**src/rtl/tc_pkg.sv**
```systemverilog
// Shared definitions for the tc_array timer/counter peripheral:
// channel state encoding, register map, CTRL field layout and mode encodings.
package tc_pkg;

    typedef enum logic [1:0] {
        ST_IDLE = 2'd0,
        ST_LOAD = 2'd1,
        ST_CNT  = 2'd2,
        ST_INT  = 2'd3
    } state_e;

    localparam logic [1:0] REG_CTRL   = 2'd0;
    localparam logic [1:0] REG_PRESET = 2'd1;
    localparam logic [1:0] REG_COUNT  = 2'd2;
    localparam logic [1:0] REG_STATUS = 2'd3;

    localparam int CTRL_EN_BIT   = 0;
    localparam int CTRL_MODE_LSB = 1;
    localparam int CTRL_IM_BIT   = 3;
    localparam int CTRL_PS_LSB   = 8;

    localparam logic [1:0] MODE_ONESHOT = 2'b00;
    localparam logic [1:0] MODE_AUTO    = 2'b01;

    // Only the exact auto-reload encoding reloads; every other value is one-shot.
    function automatic logic mode_is_auto(input logic [1:0] mode);
        return (mode == MODE_AUTO);
    endfunction

endpackage

```
**src/rtl/tc_channel.sv**
```systemverilog
// One timer channel: CTRL/PRESET/COUNT/STATUS registers, prescaler and the
// IDLE/LOAD/CNT/INT control FSM.
module tc_channel
    import tc_pkg::*;
#(
    parameter int PRESCALE_W = 8
) (
    input  logic        clk,
    input  logic        reset,
    input  logic        ctrl_we,
    input  logic        preset_we,
    input  logic        status_we,
    input  logic [31:0] wdata,
    input  logic [1:0]  rsel,
    output logic [31:0] rdata,
    output logic        irq
);

    state_e                  state_r;
    state_e                  state_nxt_s;
    logic                    en_r;
    logic [1:0]              mode_r;
    logic                    im_r;
    logic [PRESCALE_W-1:0]   prescale_r;
    logic [31:0]             preset_r;
    logic [31:0]             count_r;
    logic                    status_r;
    logic [PRESCALE_W-1:0]   pscnt_r;

    logic                    en_eff_s;
    logic                    tick_s;
    logic                    load_s;
    logic                    dec_s;
    logic                    expire_s;
    logic                    ps_run_s;
    logic                    clr_en_s;
    logic [31:0]             ctrl_rd_s;

    // A CTRL write in flight overrides the stored enable so EN=0 stops the FSM on the write edge.
    assign en_eff_s = ctrl_we ? wdata[CTRL_EN_BIT] : en_r;
    assign tick_s   = (pscnt_r == prescale_r);
    assign irq      = status_r & im_r;

    // FSM state register
    always_ff @(posedge clk or posedge reset) begin
        if (reset) begin
            state_r <= ST_IDLE;
        end else begin
            state_r <= state_nxt_s;
        end
    end

    // FSM next-state logic
    always_comb begin
        state_nxt_s = state_r;
        case (state_r)
            ST_IDLE: begin
                if (en_eff_s) begin
                    state_nxt_s = ST_LOAD;
                end else begin
                    state_nxt_s = ST_IDLE;
                end
            end
            ST_LOAD: begin
                if (en_eff_s) begin
                    state_nxt_s = ST_CNT;
                end else begin
                    state_nxt_s = ST_IDLE;
                end
            end
            ST_CNT: begin
                if (!en_eff_s) begin
                    state_nxt_s = ST_IDLE;
                end else if (tick_s && (count_r <= 32'd1)) begin
                    state_nxt_s = ST_INT;
                end else begin
                    state_nxt_s = ST_CNT;
                end
            end
            ST_INT: begin
                if (en_eff_s && mode_is_auto(mode_r)) begin
                    state_nxt_s = ST_LOAD;
                end else begin
                    state_nxt_s = ST_IDLE;
                end
            end
            default: begin
                state_nxt_s = ST_IDLE;
            end
        endcase
    end

    // FSM output decode: datapath strobes for the current state
    always_comb begin
        load_s   = 1'b0;
        dec_s    = 1'b0;
        expire_s = 1'b0;
        ps_run_s = 1'b0;
        clr_en_s = 1'b0;
        case (state_r)
            ST_IDLE: begin
                load_s = 1'b0;
            end
            ST_LOAD: begin
                load_s = en_eff_s;
            end
            ST_CNT: begin
                if (en_eff_s) begin
                    ps_run_s = 1'b1;
                    if (tick_s) begin
                        if (count_r <= 32'd1) begin
                            expire_s = 1'b1;
                        end else begin
                            dec_s = 1'b1;
                        end
                    end else begin
                        dec_s = 1'b0;
                    end
                end else begin
                    ps_run_s = 1'b0;
                end
            end
            ST_INT: begin
                clr_en_s = ~mode_is_auto(mode_r);
            end
            default: begin
                load_s = 1'b0;
            end
        endcase
    end

    // Control register; a software write beats the one-shot enable clear
    always_ff @(posedge clk or posedge reset) begin
        if (reset) begin
            en_r       <= 1'b0;
            mode_r     <= 2'b00;
            im_r       <= 1'b0;
            prescale_r <= {PRESCALE_W{1'b0}};
        end else if (ctrl_we) begin
            en_r       <= wdata[CTRL_EN_BIT];
            mode_r     <= wdata[CTRL_MODE_LSB +: 2];
            im_r       <= wdata[CTRL_IM_BIT];
            prescale_r <= wdata[CTRL_PS_LSB +: PRESCALE_W];
        end else if (clr_en_s) begin
            en_r <= 1'b0;
        end else begin
            en_r <= en_r;
        end
    end

    // Reload value, only consumed in LOAD
    always_ff @(posedge clk or posedge reset) begin
        if (reset) begin
            preset_r <= 32'd0;
        end else if (preset_we) begin
            preset_r <= wdata;
        end else begin
            preset_r <= preset_r;
        end
    end

    // Down-counter and prescale divider
    always_ff @(posedge clk or posedge reset) begin
        if (reset) begin
            count_r <= 32'd0;
            pscnt_r <= {PRESCALE_W{1'b0}};
        end else begin
            if (load_s) begin
                count_r <= preset_r;
            end else if (expire_s) begin
                count_r <= 32'd0;
            end else if (dec_s) begin
                count_r <= count_r - 32'd1;
            end else begin
                count_r <= count_r;
            end

            if (load_s) begin
                pscnt_r <= {PRESCALE_W{1'b0}};
            end else if (ps_run_s) begin
                pscnt_r <= tick_s ? {PRESCALE_W{1'b0}} : pscnt_r + PRESCALE_W'(1);
            end else begin
                pscnt_r <= pscnt_r;
            end
        end
    end

    // Sticky done flag; a hardware expiry beats a same-cycle write-1-to-clear
    always_ff @(posedge clk or posedge reset) begin
        if (reset) begin
            status_r <= 1'b0;
        end else if (expire_s) begin
            status_r <= 1'b1;
        end else if (status_we && wdata[0]) begin
            status_r <= 1'b0;
        end else begin
            status_r <= status_r;
        end
    end

    // CTRL readback image, unused bits read zero
    always_comb begin
        ctrl_rd_s                              = 32'd0;
        ctrl_rd_s[CTRL_EN_BIT]                 = en_r;
        ctrl_rd_s[CTRL_MODE_LSB +: 2]          = mode_r;
        ctrl_rd_s[CTRL_IM_BIT]                 = im_r;
        ctrl_rd_s[CTRL_PS_LSB +: PRESCALE_W]   = prescale_r;
    end

    // Register read mux
    always_comb begin
        case (rsel)
            REG_CTRL:   rdata = ctrl_rd_s;
            REG_PRESET: rdata = preset_r;
            REG_COUNT:  rdata = count_r;
            REG_STATUS: rdata = {31'd0, status_r};
            default:    rdata = 32'd0;
        endcase
    end

endmodule

```
**src/rtl/tc_array.sv**
```systemverilog
// Multi-channel timer/counter: word-addressed register window decoding into
// CHANNELS independent tc_channel instances, with per-channel and combined IRQ.
module tc_array
    import tc_pkg::*;
#(
    parameter  int CHANNELS   = 2,
    parameter  int PRESCALE_W = 8,
    localparam int ADDR_W     = $clog2(CHANNELS) + 2
) (
    input  logic                clk,
    input  logic                reset,
    input  logic [ADDR_W-1:0]   addr,
    input  logic                we,
    input  logic [31:0]         wdata,
    output logic [31:0]         rdata,
    output logic [CHANNELS-1:0] irq,
    output logic                irq_any
);

    logic [ADDR_W-1:0] chan_s;
    logic [1:0]        rsel_s;
    logic [31:0]       ch_rd_s [CHANNELS];

    // Shifting keeps the channel field valid even when CHANNELS=1 leaves no channel bits.
    assign chan_s  = addr >> 2;
    assign rsel_s  = addr[1:0];
    assign irq_any = |irq;

    for (genvar i = 0; i < CHANNELS; i++) begin : g_ch
        logic hit_s;

        // Out-of-range channel numbers match no instance, so their writes vanish.
        assign hit_s = we & (chan_s == ADDR_W'(i));

        tc_channel #(
            .PRESCALE_W (PRESCALE_W)
        ) u_channel (
            .clk       (clk),
            .reset     (reset),
            .ctrl_we   (hit_s & (rsel_s == REG_CTRL)),
            .preset_we (hit_s & (rsel_s == REG_PRESET)),
            .status_we (hit_s & (rsel_s == REG_STATUS)),
            .wdata     (wdata),
            .rsel      (rsel_s),
            .rdata     (ch_rd_s[i]),
            .irq       (irq[i])
        );
    end

    // Read mux: OR of masked channel data, zero for unpopulated channels
    always_comb begin
        rdata = 32'd0;
        for (int i = 0; i < CHANNELS; i++) begin
            rdata = rdata | (ch_rd_s[i] & {32{chan_s == ADDR_W'(i)}});
        end
    end

endmodule

```
**config.mk**
```make
export PLATFORM = sky130hd
export DESIGN_NAME = tc_array
export DESIGN_NICKNAME = d
export VERILOG_FILES = /design/src/rtl/tc_pkg.sv /design/src/rtl/tc_channel.sv /design/src/rtl/tc_array.sv
export SDC_FILE = /design/constraint.sdc
export NUM_CORES = 1
export LEC_CHECK = 0
export CAP_MARGIN = 20
export CORE_ASPECT_RATIO = 0.6
export CORE_MARGIN = 2
export CORE_UTILIZATION = 64
export DETAILED_ROUTE_END_ITERATION = 16
export HOLD_SLACK_MARGIN = 0.15
export PLACE_DENSITY = 0.93
export SKIP_LAST_GASP = 1
export SYNTH_ARGS = -nofsm -noshare
export SYNTH_HDL_FRONTEND = slang
export SYNTH_SLANG_ARGS = --single-unit
```
**constraint.sdc**
```tcl
create_clock -name clk -period 16.6 [get_ports clk]
set_clock_uncertainty 0.1 [all_clocks]
set_input_delay 3.32 -clock clk [delete_from_list [all_inputs] [get_ports clk]]
set_output_delay 3.32 -clock clk [all_outputs]
set_load 0.1 [all_outputs]
```
==> reports/qor.csv, run 1 <==
stage;metric;value;unit
run_status;run status;finished clean;
setup_path;R2R Setup Slk;13020;ps
setup_path;Crit Path Class;primary input to output pin;
route;Vias;9112;
setup_path;CP arrival;6690;ps
synthesis;Synth top area share;0.445;
clocking;clock root buffer master;clkbuf_16;
synthesis;number of synthesized flops with an enable pin;0;
sta;post-route minimum period;10110;ps
clocking;post-cts resize count;0;
synthesis;top cells by count, synth;dfrtp_1, nor2_1, mux2_2, nand2_1, a21oi_1;
global_routing;vias in the first global route;8689;
route;met1 WL;12400;um
synthesis;area leader, netlist;dfrtp_1;
route;WL final;30400;um
global_routing;initial antenna violation count;0;
power_and_ir_drop;P_leak;0.00449;uW
sta;# setup viols final;0;
synthesis;cell area after synthesis;9780;um2
clocking;CTS buffer count;17;
floorplan;Initial Util;0.664;
power_and_ir_drop;Cell Pwr Density;152;nW/um2
synthesis;synthesized instance count;1020;
synthesis;Distinct cells, synth;58;
clocking;CTS tree;yes;
synthesis;top_reg_cell synth;dfrtp_1;
clocking;clock sinks;174;
layout;ratio of cells with drive above 1 in the final layout;0.153;
layout;post-layout instance area;11300;um2
clocking;clk slew on worst S/H paths;80;ps
sta;final slew viol count;0;
route;max layer used;met4;
route;vias per cell;7.15;
clocking;H-tree depth;4;
placement;port buffer count;72;
placement;GP Congestion;0.956;
layout;Layout area overhead;15.3;%
setup_path;CP max FO;54;
synthesis;Synth Register Bits;174;
sta;Final Hold Viols;0;
setup_path;startpoint types;primary input;
min_path;Hold EP;g_ch[0].u_channel.pscnt_r[7];
layout;Fill cells;962;
clocking;CTS Hold Bufs;0;
layout;Post-layout nets;1108;
layout;number of inserted diodes;0;
placement;Detailed Place HPWL;20500;um
synthesis;top cells by area, synth;dfrtp_1, mux2_2, nor2_1;
route;Detailed Routing Iterations Pass 1;6;
sta;worst slew pin tran;1020;ps
setup_path;Crit Reg-Reg Startpoint;g_ch[1].u_channel.count_r[20];
synthesis;Yosys warning total;0;
global_routing;largest net degree at the start of global routing;96;
setup_path;slowest cell delay on critical path;1200;ps
floorplan;core area;14700;um2
sta;RSZ-0062 raised after global routing;false;
setup_path;CP Data Required Time;13180;ps
power_and_ir_drop;Power Total;1710;uW
sta;worst hold margin;404;ps
synthesis;syn avg cell area;9.59;um2
setup_path;CP Capture Type;output pin;
setup_path;Top delay family on crit path;buffers and inverters;
clocking;clock tree buffer depth;2;
floorplan;Die Wd;164;um
floorplan;I/O Pins;73;
min_path;min-delay src;g_ch[0].u_channel.pscnt_r[7];
global_routing;GR Overflow Total;0;
synthesis;Seq/Total Area, Yosys;0.445;
setup_path;critical path cell sequence;clkdlybuf4s50_1 -> buf_4 -> nor2b_4 -> buf_4 -> a21oi_1 -> a21oi_1 -> clkdlybuf4s50_1;
floorplan;Die Area;16300;um2
synthesis;Syn Nets;1064;
route;DR WL met2;13100;um
power_and_ir_drop;maximum vdd drop;0.104;mV
setup_path;Crit-path slowest cell;clkdlybuf4s50_1;
run;MaxCap Viol Count;0;
global_routing;global-route wire length before repair;48100;um
floorplan;Die H;99.8;um
route;ANT nets after route;0;
global_routing;GRT Util Overall;0.386;
route;Met3 Wirelength;3870;um
sta;fmax;0.0989;GHz
sta;Max transition margin;0.321;
route;# DRC;0;
placement;area post-placement;10700;um2
route;wire length per cell;23.9;um
setup_path;crit path buf inv count;4;
synthesis;Async SR Flop Fraction;1.00;
sta;period utilization;0.609;
route;Starting DRT DRC Count;1340;
min_path;hold path cells;1;
synthesis;count leader, synth;dfrtp_1;
clocking;clk_lat worst skew;440;ps
setup_path;reg-to-reg endpoint;g_ch[1].u_channel.count_r[21];
floorplan;number of core rows;34;
min_path;Hold WC Path Type;flop to flop;
sta;setup TNS;0;ps
setup_path;FF-to-FF path depth;6;
clocking;post-CTS setup buffer count;0;
==> flip-flops by register name, indices dropped and copies added (netlist names) <==
register and count:
g_ch.u_channel.count_r 64, g_ch.u_channel.preset_r 64, g_ch.u_channel.prescale_r 16, g_ch.u_channel.pscnt_r 16, g_ch.u_channel.mode_r 4, g_ch.u_channel.state_r 4
g_ch.u_channel.en_r 2, g_ch.u_channel.im_r 2, g_ch.u_channel.status_r 2
==> cell families after synthesis <==
kind of cell | share of synthesized area
buf+inv | 0.0308
flops | 0.445
compound gates | 0.164
fa+ha+maj | 0.00768
simple gates | 0.189
mux | 0.142
xor+xnor | 0.0215
==> cells in the final DEF (no fill, tap or decap), types with 9 or more instances in the layout <==
master and count:
a21oi_1 63, nor4_1 17, o21ai_0 48, nand2b_1 11
dfrtp_1 174, or4_1 15, a31oi_1 16, nand3_1 38
clkbuf_16 17, mux2i_1 32, mux2_2 91, o211ai_1 14
nor2_1 104, or3_1 14, buf_4 18, xnor2_1 18
a221oi_1 20, a211oi_1 12, nand2_1 83, clkdlybuf4s50_1 71
inv_1 9, nand4_1 14, a22oi_1 22, nor3_1 25
==> routing by layer <==
| layer | up-vias | GRT usage |
|---|---|---|
| li1 | 3897 | - |
| met1 | 4360 | 0.555 |
| met2 | 734 | 0.574 |
| met3 | 121 | 0.0934 |
| met4 | 0 | 0.143 |
| met5 | - | 0 |
==> layout make-up <==
class                           count  area (um2)  area share
Sequential cell                   174        4350       0.386
Multi-Input combinational cell    769        5160       0.458
Timing Repair Buffer               92         893      0.0792
Clock buffer                       18         429      0.0380
Tap cell                          198         248      0.0220
Inverter                           10        42.5     0.00377
Clock inverter                     14         151      0.0134
==> report_power, final <==
group	total, uW	internal, uW	switching [uW]	leakage (uW)
registers	751	549	202	0.00213
clock network	403	212	190	0.000264
logic	556	213	343	0.00210
total	1710	974	736	0.00449
==> worst max-delay path by stage <==
stage                 start   endpoint  slack, ps  depth (start not counted)
floorplan           addr[0]   rdata[1]       7430                          6
global route        addr[1]   rdata[2]       6370                          7
detailed placement  addr[1]  rdata[18]       6600                          7
global placement    addr[1]   rdata[2]       6620                          7
finish              addr[1]   rdata[2]       6490                          7
CTS                 addr[1]   rdata[2]       6570                          7
==> worst reg2reg max path, stage by stage, from the launching register on <==
cell and delay [ps]:
dfrtp_1 440, or4_1 680, or3b_2 550, nor4_1 840
nand2b_1 480, o31ai_1 150, a31o_2 230
==> per-stage QoR <==
stage	instances	setup slack, ps	utilization
after floorplan	1020	7430	-
after global placement	1241	6620	0.724
after detailed placement	1241	6600	0.724
after CTS	1273	6570	0.763
after global routing	1275	6370	0.766
final	1275	6490	0.766
No activity file was read; power rests on OpenSTA's default activity.
==> inputs of run 2 (changes only) <==
--- a/config.mk
+++ b/config.mk
@@ -8,10 +8,10 @@
 export CAP_MARGIN = 20
 export CORE_ASPECT_RATIO = 0.6
 export CORE_MARGIN = 2
-export CORE_UTILIZATION = 64
+export CORE_UTILIZATION = 54
 export DETAILED_ROUTE_END_ITERATION = 16
 export HOLD_SLACK_MARGIN = 0.15
-export PLACE_DENSITY = 0.93
+export PLACE_DENSITY = 0.84
 export SKIP_LAST_GASP = 1
 export SYNTH_ARGS = -nofsm -noshare
 export SYNTH_HDL_FRONTEND = slang
==> constraint.sdc (replaced) <==
create_clock -name clk -period 8.9 [get_ports clk]
set_clock_uncertainty 0.1 [all_clocks]
set_input_delay 1.78 -clock clk [delete_from_list [all_inputs] [get_ports clk]]
set_output_delay 1.78 -clock clk [all_outputs]
set_load 0.1 [all_outputs]
==> run 2 against run 1 <==
Largest cell class unchanged. Sequential share of layout area shrank 0.072 points. First-iteration DRC count shrank 0.45%. Largest power group unchanged. Critical path depth is the same. Power grew 84%.
==> reports/qor.csv, run 2 (synthesized netlist as in run 1, its figures left out) <==
stage;metric;value;unit;change
floorplan;I/O Pins;73;;unchanged
sta;worst slew pin tran;1090;ps;+75.5 ps
clocking;post-CTS setup buffer count;0;;unchanged
global_routing;global-route wire length before repair;47100;um;-2.2%
setup_path;CP Data Required Time;7020;ps;-6160 ps
layout;commonest non-fill, non-tap cell in the layout;dfrtp_1;;
floorplan;number of core rows;38;;+12%
clocking;CTS buffer count;17;;unchanged
route;wire length per cell;22.8;um;-4.6%
power_and_ir_drop;maximum vdd drop;0.188;mV;+81%
route;vias per cell;6.80;;-4.8%
layout;Regs by FF count;g_ch.u_channel.count_r: 64 flops, g_ch.u_channel.preset_r: 64 flops;;
setup_path;CP max FO;47;;-13%
clocking;CTS Hold Bufs;0;;unchanged
sta;fmax;0.135;GHz;
global_routing;initial antenna violation count;0;;unchanged
placement;GP Congestion;0.947;;-0.95%
floorplan;Die Wd;178;um;+8.6%
clocking;post-cts resize count;0;;unchanged
layout;Util after Layout;0.630;;-0.136
clocking;clock root buffer master;clkbuf_16;;
clocking;H-tree depth;4;;unchanged
floorplan;Die Area;19200;um2;+18%
layout;Final Non-Filler Cells;1316;;+3.2%
route;ANT nets after route;0;;unchanged
placement;Detailed Place HPWL;20800;um;+1.4%
floorplan;Initial Util;0.546;;-0.119
sta;Max transition margin;0.266;;-0.0549
sta;post-route minimum period;7430;ps;
floorplan;core area;17900;um2;+22%
global_routing;vias in the first global route;8310;;-4.4%
placement;port buffer count;72;;unchanged
min_path;Hold WC Path Type;flop to flop;;
clocking;clock sinks;174;;unchanged
setup_path;Crit Path Class;primary input to output pin;;
sta;final slew viol count;0;;unchanged
layout;Layout area overhead;15.5;%;
layout;ratio of cells with drive above 1 in the final layout;0.151;;-0.00172
setup_path;CP arrival;5550;ps;-1140 ps
floorplan;Die H;108;um;+8.5%
layout;most frequent cells in the layout;dfrtp_1, nor2_1, mux2_2;;
placement;Inst Count DP;1282;;+3.3%
sta;# setup viols final;0;;unchanged
clocking;clk slew on worst S/H paths;60;ps;-20 ps
setup_path;startpoint types;primary input;;
run;MaxCap Viol Count;0;;unchanged
clocking;CTS tree;yes;;
route;Starting DRT DRC Count;1334;;-0.45%
layout;Post-layout nets;1108;;unchanged
power_and_ir_drop;P_leak;0.00448;uW;-0.13%
sta;RSZ-0062 raised after global routing;false;;
clocking;clock tree buffer depth;2;;unchanged
route;# DRC;0;;unchanged
route;WL final;30000;um;-1.5%
sta;Final Hold Viols;0;;unchanged
layout;number of inserted diodes;0;;unchanged
global_routing;largest net degree at the start of global routing;106;;+10%
sta;period utilization;0.835;;
setup_path;CP Capture Type;output pin;;
power_and_ir_drop;Cell Pwr Density;278;nW/um2;+83%
global_routing;GR Overflow Total;0;;unchanged
clocking;clk_lat worst skew;440;ps;about the same
sta;setup TNS;0;ps;unchanged
global_routing;GRT Util Overall;0.322;;-0.0646
run_status;run status;finished clean;;
route;Vias;8950;;-1.8%
route;Detailed Routing Iterations Pass 1;7;;+1
==> run 2: cell types whose count changed in the layout (fill, tap and decap cells not counted), moves of 2 or more <==
| cell | change |
|---|---|
| clkbuf_8 | +2 |
| inv_8 | -3 |
| inv_6 | -2 |
| clkinvlp_4 | -2 |
| clkbuf_1 | +2 |
| clkinv_2 | +2 |
==> run 2: cell type report <==
cell class              count  area (um2)
well taps                 240         300
repair buffers             92         886
clock buffers              22         464
inverters                  10        42.5
fillers                  1400        6620
multi-input cells         769        5170
clock inverters             9        87.6
flip-flops and latches    174        4350
==> run 2: worst max-delay path, stage by stage <==
cell	delay (ps)
clkdlybuf4s50_1	610
buf_4	330
nor2b_4	950
buf_4	350
a221oi_1	110
a21oi_1	220
clkdlybuf4s50_1	1180
==> run 2: path summary, 6_finish.rpt <==
path	startpoint	endpoint	slack, ps	depth (start not counted)
worst min-delay path	g_ch[1].u_channel.status_r	g_ch[1].u_channel.status_r	420	2
min in group asynchronous	reset	g_ch[1].u_channel.count_r[20]	1810	2
worst max register to register	g_ch[0].u_channel.count_r[20]	g_ch[0].u_channel.count_r[0]	5260	7
worst min register to register	g_ch[1].u_channel.status_r	g_ch[1].u_channel.status_r	420	2
max in group asynchronous	reset	g_ch[0].u_channel.count_r[0]	5350	3
worst max-delay path	addr[1]	rdata[26]	1470	7
==> run 2: power breakdown <==
group | switching [uW] | leakage [uW] | internal (uW)
clock | 320 | 0.000259 | 399
sequential | 366 | 0.00213 | 1020
combinational | 634 | 0.00210 | 397
==> run 2: stage by stage <==
stage | instance area, um2 | setup slack [ps] | hold slack (ps) | power, uW
5_1_grt | 11300 | 1340 | 445 | 3280
6_report | 11300 | 1470 | 416 | 3140
2_1_floorplan | 9780 | 2300 | 362 | 2030
4_1_cts | 11300 | 1560 | 418 | 3100
3_3_place_gp | 10700 | 1680 | 399 | 2340
3_5_place_dp | 10700 | 1560 | 404 | 2380
==> run 2: metal layers <==
layer | up-vias | part of all wire | global-route usage | routed length [um]
li1 | 3901 | - | - | -
met5 | - | 0 | 0 | 0
met1 | 4307 | 0.42 | 0.474 | 12700
met4 | 0 | 0.025 | 0.0925 | 748
met2 | 661 | 0.42 | 0.460 | 12700
met3 | 81 | 0.13 | 0.0925 | 3800
